===== config.mk =====
export PLATFORM = sky130hd
export DESIGN_NAME = conv_encoder
export DESIGN_NICKNAME = d
export VERILOG_FILES = /design/src/rtl/conv_encoder.sv
export SDC_FILE = /design/constraint.sdc
export NUM_CORES = 1
export LEC_CHECK = 0
export CAP_MARGIN = 25
export CORE_MARGIN = 1
export CORE_UTILIZATION = 48
export DETAILED_ROUTE_END_ITERATION = 6
export PLACE_DENSITY = 0.75
export SLEW_MARGIN = 20
export SYNTH_ARGS = -nofsm -noshare
export SYNTH_HDL_FRONTEND = slang
export SYNTH_SLANG_ARGS = --single-unit

===== constraint.sdc =====
create_clock -name clk -period 1.39 [get_ports clk]
set_input_delay 0.417 -clock clk [delete_from_list [all_inputs] [get_ports clk]]
set_output_delay 0.417 -clock clk [all_outputs]
set_load 0.05 [all_outputs]

===== src/rtl/conv_encoder.sv =====
// conv_encoder: rate-1/2 zero-tail convolutional encoder, optional CONV_ENC_PUNCT_EN rate-2/3 puncturing
package math_pkg;
  function automatic int log2(input int n);
    int r;
    r = 0;
    for (int i = 0; i < 31; i++)
      if ((1 << i) < n) r = i + 1;
    return (r < 1) ? 1 : r;
  endfunction
endpackage

module conv_encoder #(
  parameter int K = 7,
  parameter logic [K-1:0] G0 = 7'o171,
  parameter logic [K-1:0] G1 = 7'o133,
  localparam int CNT_W = math_pkg::log2(K)
) (
  input  logic       clk,
  input  logic       rst_n,
  input  logic       s_valid,
  output logic       s_ready,
  input  logic       s_data,
  input  logic       s_last,
  output logic       m_valid,
  input  logic       m_ready,
  output logic [1:0] m_data,
  output logic       m_last,
  output logic [1:0] m_keep
);
  typedef enum logic {DATA, TAIL} state_t;
  state_t state, state_nxt;
  logic [K-2:0] sr;
  logic [CNT_W-1:0] tail_cnt, tail_cnt_nxt;
  logic slot_free, gen, bit_in, last_sym;
  logic [K-1:0] v;
  assign slot_free = !m_valid || m_ready;
  assign s_ready = rst_n && (state == DATA) && slot_free;
  assign gen = (state == DATA) ? (s_valid && s_ready) : slot_free;
  assign bit_in = (state == DATA) && s_data;
  assign v = {bit_in, sr};
  assign last_sym = (state == TAIL) && (tail_cnt == CNT_W'(1));
  // state and tail counter registers
  always_ff @(posedge clk or negedge rst_n)
    if (!rst_n) begin
      state <= DATA;
      tail_cnt <= '0;
    end else begin
      state <= state_nxt;
      tail_cnt <= tail_cnt_nxt;
    end
  // enter TAIL after the last info bit, return to DATA on the final flush symbol
  always_comb begin
    state_nxt = state;
    tail_cnt_nxt = tail_cnt;
    if (gen && state == DATA && s_last) begin
      state_nxt = TAIL;
      tail_cnt_nxt = CNT_W'(K - 1);
    end else if (gen && state == TAIL) begin
      tail_cnt_nxt = tail_cnt - CNT_W'(1);
      state_nxt = last_sym ? DATA : TAIL;
    end
  end
  // encoder shift register and single output register
  always_ff @(posedge clk or negedge rst_n)
    if (!rst_n) begin
      sr <= '0;
      m_valid <= 1'b0;
      m_data <= 2'b00;
      m_last <= 1'b0;
    end else if (gen) begin
      sr <= {bit_in, sr[K-2:1]};
      m_valid <= 1'b1;
      m_data <= {^(v & G1), ^(v & G0)};
      m_last <= last_sym;
    end else if (m_ready) begin
      m_valid <= 1'b0;
    end
`ifdef CONV_ENC_PUNCT_EN
  logic phase;
  // puncture phase alternates per symbol and restarts with every frame
  always_ff @(posedge clk or negedge rst_n)
    if (!rst_n) begin
      phase <= 1'b0;
      m_keep <= 2'b11;
    end else if (gen) begin
      m_keep <= phase ? 2'b01 : 2'b11;
      phase <= !last_sym && !phase;
    end
`else
  assign m_keep = 2'b11;
`endif
endmodule


### Word-level counts from Yosys, hierarchy flattened

Index checks and enable logic that the tools add are counted.

| word-level totals | value |
|---|---|
| bits in registers | 14 |
| bits in latches | 0 |
| memory bits (writable) | 0 |
| bits in read-only memories | 0 |
| logic and storage cells | 31 |
| memories | 0 |

| cells by class | value |
|---|---|
| add/sub/neg operators | 1 |
| multipliers | 0 |
| div/mod/pow operators | 0 |
| $lt $le $gt $ge | 0 |
| equal/unequal tests | 1 |
| shift-type cells | 0 |
| muxes and demuxes | 8 |
| bitwise logic cells | 1 |
| reductions and logical operators | 14 |

Operators with widths:

| cell | number |
|---|---|
| $reduce_xor A7 Y1 | 2 |
| $logic_and A1 B1 Y1 | 8 |
| $mux W1 | 6 |
| $mux W3 | 2 |
| $reduce_bool A2 Y1 | 2 |
| $eq A3 B1 Y1 const B | 1 |
| $sub A3 B1 Y3 const B | 1 |
| $logic_not A1 Y1 | 1 |
| $logic_or A1 B1 Y1 | 1 |
| $not A1 Y1 | 1 |

### Logic depth before layout (Yosys ltp)

Gate-level depths: netlist of run 1.

| logic depth | value |
|---|---|
| word-level depth | 8 |
| mapped depth | 5 |
| mapped depth without buffers | 5 |

### Least setup slack after synthesis of run 1

Ideal clock, no wire load.

| path | value |
|---|---|
| path kind | reg-to-output |
| start | reg m_valid |
| end | out s_ready |
| arrival time | 1.278 ns |
| setup slack | -0.305 ns |
| cell stages (with the launch flop) | 3 |
| path buffers | 0 |
| cells stage by stage | dfrtp_1 nand2b_1 and3_1 |

| between the ends | value |
|---|---|
| word-level cells in the longest chain between the ends | 3 |

Ends and longest elaborated chain:

| element | line | text |
|---|---|---|
| from (decl) | 24 | `output logic m_valid,` |
| from (signal assigned) | 67 | `m_valid <= 1'b0;` |
| from (signal assigned) | 72 | `m_valid <= 1'b1;` |
| from (signal assigned) | 76 | `m_valid <= 1'b0;` |
| $logic_not A1 Y1 | 36 | `assign slot_free = !m_valid \|\| m_ready;` |
| $logic_or A1 B1 Y1 | 36 |  |
| $logic_and A1 B1 Y1 | 37 | `assign s_ready = rst_n && (state == DATA) && slot_free;` |
| to (decl) | 21 | `output logic s_ready,` |

Every way passes these cells.

### Final worst setup path of run 1

Same ends and word-level chain as after synthesis.

==> reports/metrics.yaml, run 1 <==
outcome: "finished with violations"
violations: "negative setup slack"
syn_inst: 62
dp_cells: 92
worstSetupPathType: "reg -> out"
skew_ns: 0.008672
synthArstFlopShare: 1.000
fin_util: 0.7910
clkTransAtPathRegs_ns: 0.09
p_per_area_mw_per_mm2: 2357
io_buffers: 10
p_comb_frac: 0.607
slew_viol_final: 0
wire_per_inst_um: 17.51
rsz0062_at_grt: "yes"
crit_path_cell_trace: "nand2b_4 > and3_4 > buf_12"
yosysUniqueCellTypes: 31
h-tree-depth: 1
path_max_fanout: 2
drive_gt1_frac: 0.4651
dr.pass1.iters: 4
yosysSeqAreaShare: 0.4628
drc: 0
grt_usage: 0.2159
cts_tree: "built"
antenna_found_initial: 0
die_area_mm2: 0.001740
hp-class: "in -> async"
pwr-share-clk: 0.098
synth_edf_count: 0
endpoint_kind: "primary output"
die_h_um: 41.71
critPathBufInv: 1
fin_setup_tns_ns: -1.085
synthDominantCellAreaShare: 0.4628
grt_pass1_wl_um: 2725
clk_latency_ns: 0.29
vias_per_cell: 5.644
ys_seq_elements: 14
coreArea_mm2: 0.001383
setup_viol: 11
vias: 570
clock.fmax_ghz: 0.6426
die_w_um: 41.71
final_common_cell: "dfrtp_1"
io_pins: 13
syn_area_um2: 757.0
clockBufferDepth: 2
grt_pass1_vias: 552
grt_max_degree: 13
numCtsBuffers: 3
required_ns: 0.97
synth_warnings: 0
yosysTopAreaCell: "dfrtp_1"
diodes: 0
start_util: 0.5475
holdWs_ns: 0.2300
row_count: 13
clock-sinks: 14
setup_ws_ns: -0.1662
p_leak_uw: 0.0005173
period_minus_slack_ns: 1.556
seqPwrFrac: 0.295
instances_no_fill: 101
cts-root-buf: "clkbuf_4"
cap_violations: 0
gp_congestion: 0.7864
nNetsFinal: 95
antenna_left: 0
internal_power_uw: 1547
crit_family: "flip-flops"
ir_worst_vdd_mv: 1.510
worstPathArrival_ns: 1.14
cts_hold_buffers: 0
hpwl_um: 1151
synthTopCellsByArea: "dfrtp_1 46%, mux2_1 7.4%, xor3_1 6.3%, xnor3_1 6.0%, ha_1 3.3%"
grt_overflow: 0
switchingPower_uw: 1031
worstSetupStartpointType: "register"
switching_share: 0.3999
synth_flop_cell: "dfrtp_1"
fin_crit_sh: 1.120
postSynthAreaPerCell_um2: 12.21
area_growth_syn_to_layout_pct: 44.46
drt_iter0_markers: 11
slowest_delay_ns: 0.44
final_cell_mix: "12 x dfrtp_1, 9 x buf_4, 5 x mux2_4, 5 x buf_12, 4 x o21ai_1"
hold_viol: 0
wirelength_um: 1769
crit_slowest_cell: "dfrtp_2"
[registers in the layout (all words and copies together), names as in the netlist]
name      count
sr            6
tail_cnt      3
m_data        2
m_last        1
m_valid       1
state         1
[Yosys cell counts (all sizes together) (2+ instances only)]
cell type,n
nand2,3
xnor3,2
a21oi,2
o21ai,7
inv,3
nor2b,2
xor3,2
buf,3
dfrtp,14
mux2,5
ha,2
o31ai,3
nand2b,2
[through the flow]
stage | total power, uW | setup WS, ns | cell area [um2]
floorplan | 1577 | 0.01647 | 774.5
global placement | 2020 | -0.4107 | 975.9
detailed placement | 2059 | -0.4094 | 975.9
CTS | 2376 | -0.1605 | 1025
global route | 2715 | -0.2015 | 1094
finish | 2578 | -0.1662 | 1094
[power groups by stage]
| stage | Combinational (uW) | Sequential [uW] | Clock (uW) |
|---|---|---|---|
| final | 1570 | 760 | 252 |
| after global routing | 1670 | 779 | 268 |
| after CTS | 1380 | 740 | 252 |
| after detailed placement | 1280 | 779 | 0 |
| after global placement | 1250 | 768 | 0 |
| after floorplan | 705 | 872 | 0 |
[area by class of cell]
class                   instances  area [um2]
flip-flops and latches         14       352.8
well taps                      15       18.77
clock buffers                   4       26.28
repair buffers                 22       241.5
inverters                       3       11.26
multi-input cells              43       442.9
fillers                        79       289.0
[layer usage]
metal	track usage	wire, um	up-vias
met3	0.03913	67	5
met1	0.3209	857	274
met2	0.2875	802	22
met4	0.1355	42	0
li1	-	-	269
met5	0	0	-
[path summary, 6_finish.rpt]
path / startpoint / to / slack (ns) / cells after the start
max in group asynchronous: rst_n / state$_DFFE_PN0P_ / 0.97 / 2
setup / recovery: m_valid$_DFFE_PN0P_ / s_ready / -0.17 / 3
hold / removal: rst_n / m_valid$_DFFE_PN0P_ / 0.23 / 2
setup reg to reg: m_valid$_DFFE_PN0P_ / sr[1]$_DFFE_PN0P_ / -0.14 / 5
hold reg to reg: sr[2]$_DFFE_PN0P_ / sr[2]$_DFFE_PN0P_ / 0.53 / 1
min in group clk: sr[2]$_DFFE_PN0P_ / sr[2]$_DFFE_PN0P_ / 0.53 / 1
[cells by family after synthesis]
kind of cell    count (synthesis)  synth area share
other cells                     1          0.004954
simple gates                   13            0.1025
compound gates                 17            0.1587
xor+xnor                        4            0.1223
fa+ha+maj                       2           0.03305
flops                          14            0.4628
mux                             5           0.07437
buf+inv                         6           0.04131
[timing repair]
| action | 4_1_cts | 5_1_grt |
|---|---|---|
| gates resized for setup | 6 | 17 |
| setup endpoints to repair | 9 | 12 |
| gates cloned | 0 | 1 |
| setup buffers | 2 | 2 |
| pin swaps | 2 | 3 |
(Power assumes the default switching activity.)
==> run 2: changes to the inputs <==
--- a/config.mk
+++ b/config.mk
@@ -5,11 +5,12 @@
 export SDC_FILE = /design/constraint.sdc
 export NUM_CORES = 1
 export LEC_CHECK = 0
+export ABC_AREA = 1
 export CAP_MARGIN = 25
 export CORE_MARGIN = 1
 export CORE_UTILIZATION = 48
 export DETAILED_ROUTE_END_ITERATION = 6
-export PLACE_DENSITY = 0.75
+export PLACE_DENSITY = 0.76
 export SLEW_MARGIN = 20
 export SYNTH_ARGS = -nofsm -noshare
 export SYNTH_HDL_FRONTEND = slang
==> run 2 against run 1 <==
Effect of this change: die area decreased by 0.62%; critical path depth is 1 higher; fmax rose by 1.1%; register-to-register slack better by 0.24 ns; critical endpoint unchanged; the run still ends with negative setup slack left; sequential share of layout area increased by 3.1 points; clock skew shrank 0.0017 ns; critical path type unchanged; hold slack got worse by 0.0073 ns; synthesized cell count rose by 56%; sequential cell count is the same; clock power decreased by 2%; first-iteration DRC count increased by 45%.
==> reports/metrics.yaml, run 2 <==
synth_edf_count: 0
seqPwrFrac: 0.307
grt_pass1_wl_um: 2546
p_comb_frac: 0.593
top_register: "sr"
antenna_left: 0
clockBufferDepth: 2
h-tree-depth: 1
coreArea_mm2: 0.001383
skew_ns: 0.006958
dp_cells: 124
largest_reg_flops: 6
yosysTopAreaCell: "dfrtp_1"
vias_per_cell: 5.015
postSynthAreaPerCell_um2: 7.752
synth_common_cells: "34 x nand2_1, 14 x dfrtp_1, 14 x inv_1"
diodes: 0
dp_slack_ns: -0.4157
ir_worst_vdd_mv: 1.296
syn_inst: 97
dr.pass1.iters: 4
clock-sinks: 14
yosysSeqAreaShare: 0.4659
worstSetupPathType: "reg -> out"
nNetsFinal: 124
instances_no_fill: 130
synth_warnings: 0
crit_path_cell_trace: "nand2_4 > inv_2 > nor3_4 > buf_12"
grt_pass1_vias: 612
io_pins: 13
row_count: 13
drive_gt1_frac: 0.2348
wire_per_inst_um: 10.49
path_max_fanout: 2
pwr-share-clk: 0.100
wirelength_um: 1364
switching_share: 0.4485
worstSetupStartpointType: "register"
hpwl_um: 996.6
fin_setup_tns_ns: -0.1784
synthArstFlopShare: 1.000
switchingPower_uw: 1105
final_cell_mix: "34 x nand2_1, 13 x nand3_1, 12 x dfrtp_1"
hp-class: "in -> async"
fin_crit_sh: 1.108
syn_area_um2: 752.0
start_util: 0.5439
vias: 652
die_h_um: 41.58
area_growth_syn_to_layout_pct: 32.78
period_minus_slack_ns: 1.540
cts_tree: "built"
clk_latency_ns: 0.28
ys_seq_elements: 14
largestRegisters: "sr: 6 flops, tail_cnt: 3 flops, m_data: 2 flops"
worstPathArrival_ns: 1.12
setup_ws_ns: -0.1497
violations: "negative setup slack"
cts-root-buf: "clkbuf_4"
die_w_um: 41.58
p_per_area_mw_per_mm2: 2468
holdWs_ns: 0.2228
final_common_cell: "nand2_1"
fin_util: 0.7222
drt_iter0_markers: 16
die_area_mm2: 0.001729
rsz0062_at_grt: "yes"
drc: 0
internal_power_uw: 1359
numCtsBuffers: 3
hold_viol: 0
endpoint_kind: "primary output"
grt_max_degree: 15
grt_overflow: 0
critPathBufInv: 2
synthTopCellsByArea: "dfrtp_1 47%, nand2_1 17%, nand3_1 8.7%, inv_1 7.0%, ha_1 3.3%"
crit_family: "flip-flops"
p_leak_uw: 0.0005233
outcome: "finished with violations"
synthDominantCellAreaShare: 0.4659
io_buffers: 10
gp_congestion: 0.8400
clock.fmax_ghz: 0.6495
cap_violations: 0
crit_slowest_cell: "dfrtp_2"
slew_viol_final: 0
yosysMostFrequentCell: "nand2_1"
slowest_delay_ns: 0.44
required_ns: 0.97
clkTransAtPathRegs_ns: 0.09
nFillCells: 99
grt_usage: 0.1915
synth_flop_cell: "dfrtp_1"
yosysUniqueCellTypes: 18
antenna_found_initial: 0
cts_hold_buffers: 0
setup_viol: 2
-- run 2: cell types whose count changed after synthesis, sizes merged, moves of 3 or more --
cell / delta
mux2: -5
nand2: +33
o31ai: -3
nand3: +15
inv: +12
-- run 2: per-stage QoR --
stage / total power [uW] / instance area (um2)
4_1_cts: 2474 / 998.5
2_1_floorplan: 1659 / 773.2
3_5_place_dp: 2176 / 958.4
6_report: 2464 / 998.5
3_3_place_gp: 2136 / 958.4
5_1_grt: 2656 / 998.5
-- run 2: layer usage --
metal,share of wire,track usage,vias up
li1,-,-,336
met1,0.46,0.2564,289
met2,0.48,0.3031,22
met3,0.043,0.03913,5
met4,0.013,0.07742,0
met5,0,0,-
-- run 2: worst reg2reg max path: cells and delay by family, from the launching register on --
kind / cells / cell delay, ns
compound gates: 1 / 0.19
buf+inv: 2 / 0.23
simple gates: 3 / 0.34
flops: 1 / 0.43
-- run 2: repair_timing --
| action | 4_1_cts | 5_1_grt |
|---|---|---|
| resized for setup | 5 | 0 |
| pin swaps | 1 | 0 |
| setup endpoints to repair | 10 | 2 |
| setup buffers | 2 | 0 |
-- run 2: cell families (layout without fill, tap and decap cells) --
kind of cell    after synthesis  count (layout)  share of synthesized area
other cells                   1               2                   0.004987
fa+ha+maj                     2               2                    0.03327
simple gates                 54              54                     0.3195
flops                        14              14                     0.4659
buf+inv                      18              35                     0.1098
compound gates                8               8                    0.06656
-- run 2: power groups by stage --
stage          sequential, uW  combinational, uW  clock (uW)
3_5_place_dp              782               1390           0
2_1_floorplan             910                749           0
3_3_place_gp              774               1360           0
5_1_grt                   783               1610         263
6_report                  757               1460         246
4_1_cts                   756               1470         246
-- run 2: worst paths after layout --
path	start	to	slack, ns	cells past startpoint
min	rst_n	tail_cnt[2]$_DFFE_PN0P_	0.22	2
max	m_valid$_DFFE_PN0P_	s_ready	-0.15	4
min in group clk	tail_cnt[2]$_DFFE_PN0P_	tail_cnt[2]$_DFFE_PN0P_	0.49	2
max in group asynchronous	rst_n	state$_DFFE_PN0P_	0.99	2
max reg2reg	state$_DFFE_PN0P_	sr[5]$_DFFE_PN0P_	0.10	6
min reg2reg	tail_cnt[2]$_DFFE_PN0P_	tail_cnt[2]$_DFFE_PN0P_	0.49	2
-- run 2: area by class of cell --
type                            count  area [um2]  area share
Inverter                           15       56.30     0.05639
Tap cell                           15       18.77     0.01880
Multi-Input combinational cell     66       339.1      0.3396
Timing Repair Buffer               16       205.2      0.2055
Clock buffer                        4       26.28     0.02632
Sequential cell                    14       352.8      0.3534
==> run 3: changes to the inputs <==
--- a/config.mk
+++ b/config.mk
@@ -10,7 +10,7 @@
 export CORE_MARGIN = 1
 export CORE_UTILIZATION = 48
 export DETAILED_ROUTE_END_ITERATION = 6
-export PLACE_DENSITY = 0.76
+export PLACE_DENSITY_LB_ADDON = 0.05
 export SLEW_MARGIN = 20
 export SYNTH_ARGS = -nofsm -noshare
 export SYNTH_HDL_FRONTEND = slang
==> run 3 against run 2 <==
Effect of this change: highest routed layer unchanged; cell count did not move; critical path type unchanged; the run still ends with negative setup slack left; largest power group unchanged; sequential cell count did not move; clock power rose by 2%.
==> reports/metrics.yaml, run 3 (same netlist as run 2, synthesis figures left out) <==
area_growth_syn_to_layout_pct: 32.78
p_per_area_mw_per_mm2: 2470
numCtsBuffers: 3
ir_worst_vdd_mv: 1.133
hpwl_um: 1013
switchingPower_uw: 1106
largest_reg_flops: 6
diodes: 0
dp_cells: 124
seqPwrFrac: 0.305
gp_congestion: 0.8271
rsz0062_at_grt: "yes"
io_pins: 13
p_leak_uw: 0.0005233
clock-sinks: 14
top_register: "sr"
fin_setup_tns_ns: -0.1745
clock.fmax_ghz: 0.6485
antenna_found_initial: 0
antenna_left: 0
top_usage_layer: "met2"
worstSetupStartpointType: "register"
dr.pass1.iters: 4
die_h_um: 41.58
path_max_fanout: 2
drt_iter0_markers: 7
violations: "negative setup slack"
row_count: 13
period_minus_slack_ns: 1.542
grt_overflow: 0
hp-class: "in -> async"
die_w_um: 41.58
worstSetupPathType: "reg -> out"
met3_usage: 0.03913
required_ns: 0.97
grt_pass1_vias: 602
slew_viol_final: 0
dp_slack_ns: -0.4105
fin_crit_sh: 1.109
largestRegisters: "sr: 6 flops, tail_cnt: 3 flops, m_data: 2 flops"
clockBufferDepth: 2
setup_ws_ns: -0.1519
clkTransAtPathRegs_ns: 0.09
vias: 642
drc: 0
drive_gt1_frac: 0.2348
pwr-share-clk: 0.102
outcome: "finished with violations"
cts_hold_buffers: 0
grtUsageMet2: 0.3031
internal_power_uw: 1360
die_area_mm2: 0.001729
setup_viol: 2
clk_latency_ns: 0.28
p_comb_frac: 0.593
grt_pass1_wl_um: 2442
worstPathArrival_ns: 1.12
nNetsFinal: 124
hold_viol: 0
grtUsageMet1: 0.2308
wire_per_inst_um: 10.53
cts_tree: "built"
grt_max_degree: 15
cts-root-buf: "clkbuf_4"
start_util: 0.5439
io_buffers: 10
final_cell_mix: "34 x nand2_1, 13 x nand3_1, 12 x dfrtp_1"
skew_ns: 0.008388
wirelength_um: 1369
instances_no_fill: 130
h-tree-depth: 1
final_common_cell: "nand2_1"
vias_per_cell: 4.938
coreArea_mm2: 0.001383
grt_usage: 0.1832
switching_share: 0.4485
endpoint_kind: "primary output"
cap_violations: 0
finalPower_uw: 2466
-- run 3: final cells by class --
class | count | area [um2]
well taps | 15 | 18.77
multi-input cells | 66 | 339.1
flip-flops and latches | 14 | 352.8
fillers | 99 | 384.1
inverters | 15 | 56.30
clock buffers | 4 | 26.28
repair buffers | 16 | 205.2
-- run 3: power groups by stage --
| stage | registers [uW] | logic [uW] | clock network [uW] |
|---|---|---|---|
| 2_1_floorplan | 910 | 749 | 0 |
| 6_report | 752 | 1460 | 251 |
| 4_1_cts | 753 | 1480 | 253 |
| 5_1_grt | 771 | 1620 | 269 |
| 3_3_place_gp | 776 | 1370 | 0 |
| 3_5_place_dp | 780 | 1400 | 0 |
-- run 3: worst max-delay path, stage by stage (launching register included) --
cell and delay, ns:
dfrtp_2 0.43, nand2_4 0.06, inv_2 0.04, nor3_4 0.15, buf_12 0.16
-- run 3: final timing paths --
kind / cells after the start / slack (ns) / from / endpoint
min in group clk: 2 / 0.50 / tail_cnt[2]$_DFFE_PN0P_ / tail_cnt[2]$_DFFE_PN0P_
max: 4 / -0.15 / m_valid$_DFFE_PN0P_ / s_ready
max reg2reg: 7 / 0.11 / state$_DFFE_PN0P_ / sr[2]$_DFFE_PN0P_
min: 2 / 0.22 / rst_n / m_last$_DFFE_PN0P_
max in group asynchronous: 2 / 0.99 / rst_n / state$_DFFE_PN0P_
min reg2reg: 2 / 0.50 / tail_cnt[2]$_DFFE_PN0P_ / tail_cnt[2]$_DFFE_PN0P_
-- run 3: timing repair --
action / CTS / global route
pin swaps: 1 / 0
setup endpoints to repair: 10 / 2
gates resized for setup: 5 / 0
setup buffers: 2 / 0
-- run 3: stage by stage --
stage	area, um2	hold slack [ns]	utilization
after detailed placement	958.4	0.4747	0.6932
final	998.5	0.2244	0.7222
after floorplan	773.2	0.1214	-
after global placement	958.4	0.4678	0.6932
after CTS	998.5	0.2334	0.7222
after global routing	998.5	0.2538	0.7222
-- run 3: metal layers --
layer,wire [um],vias up
met1,688,287
met4,23,0
met3,41,5
met5,0,-
li1,-,336
met2,615,14
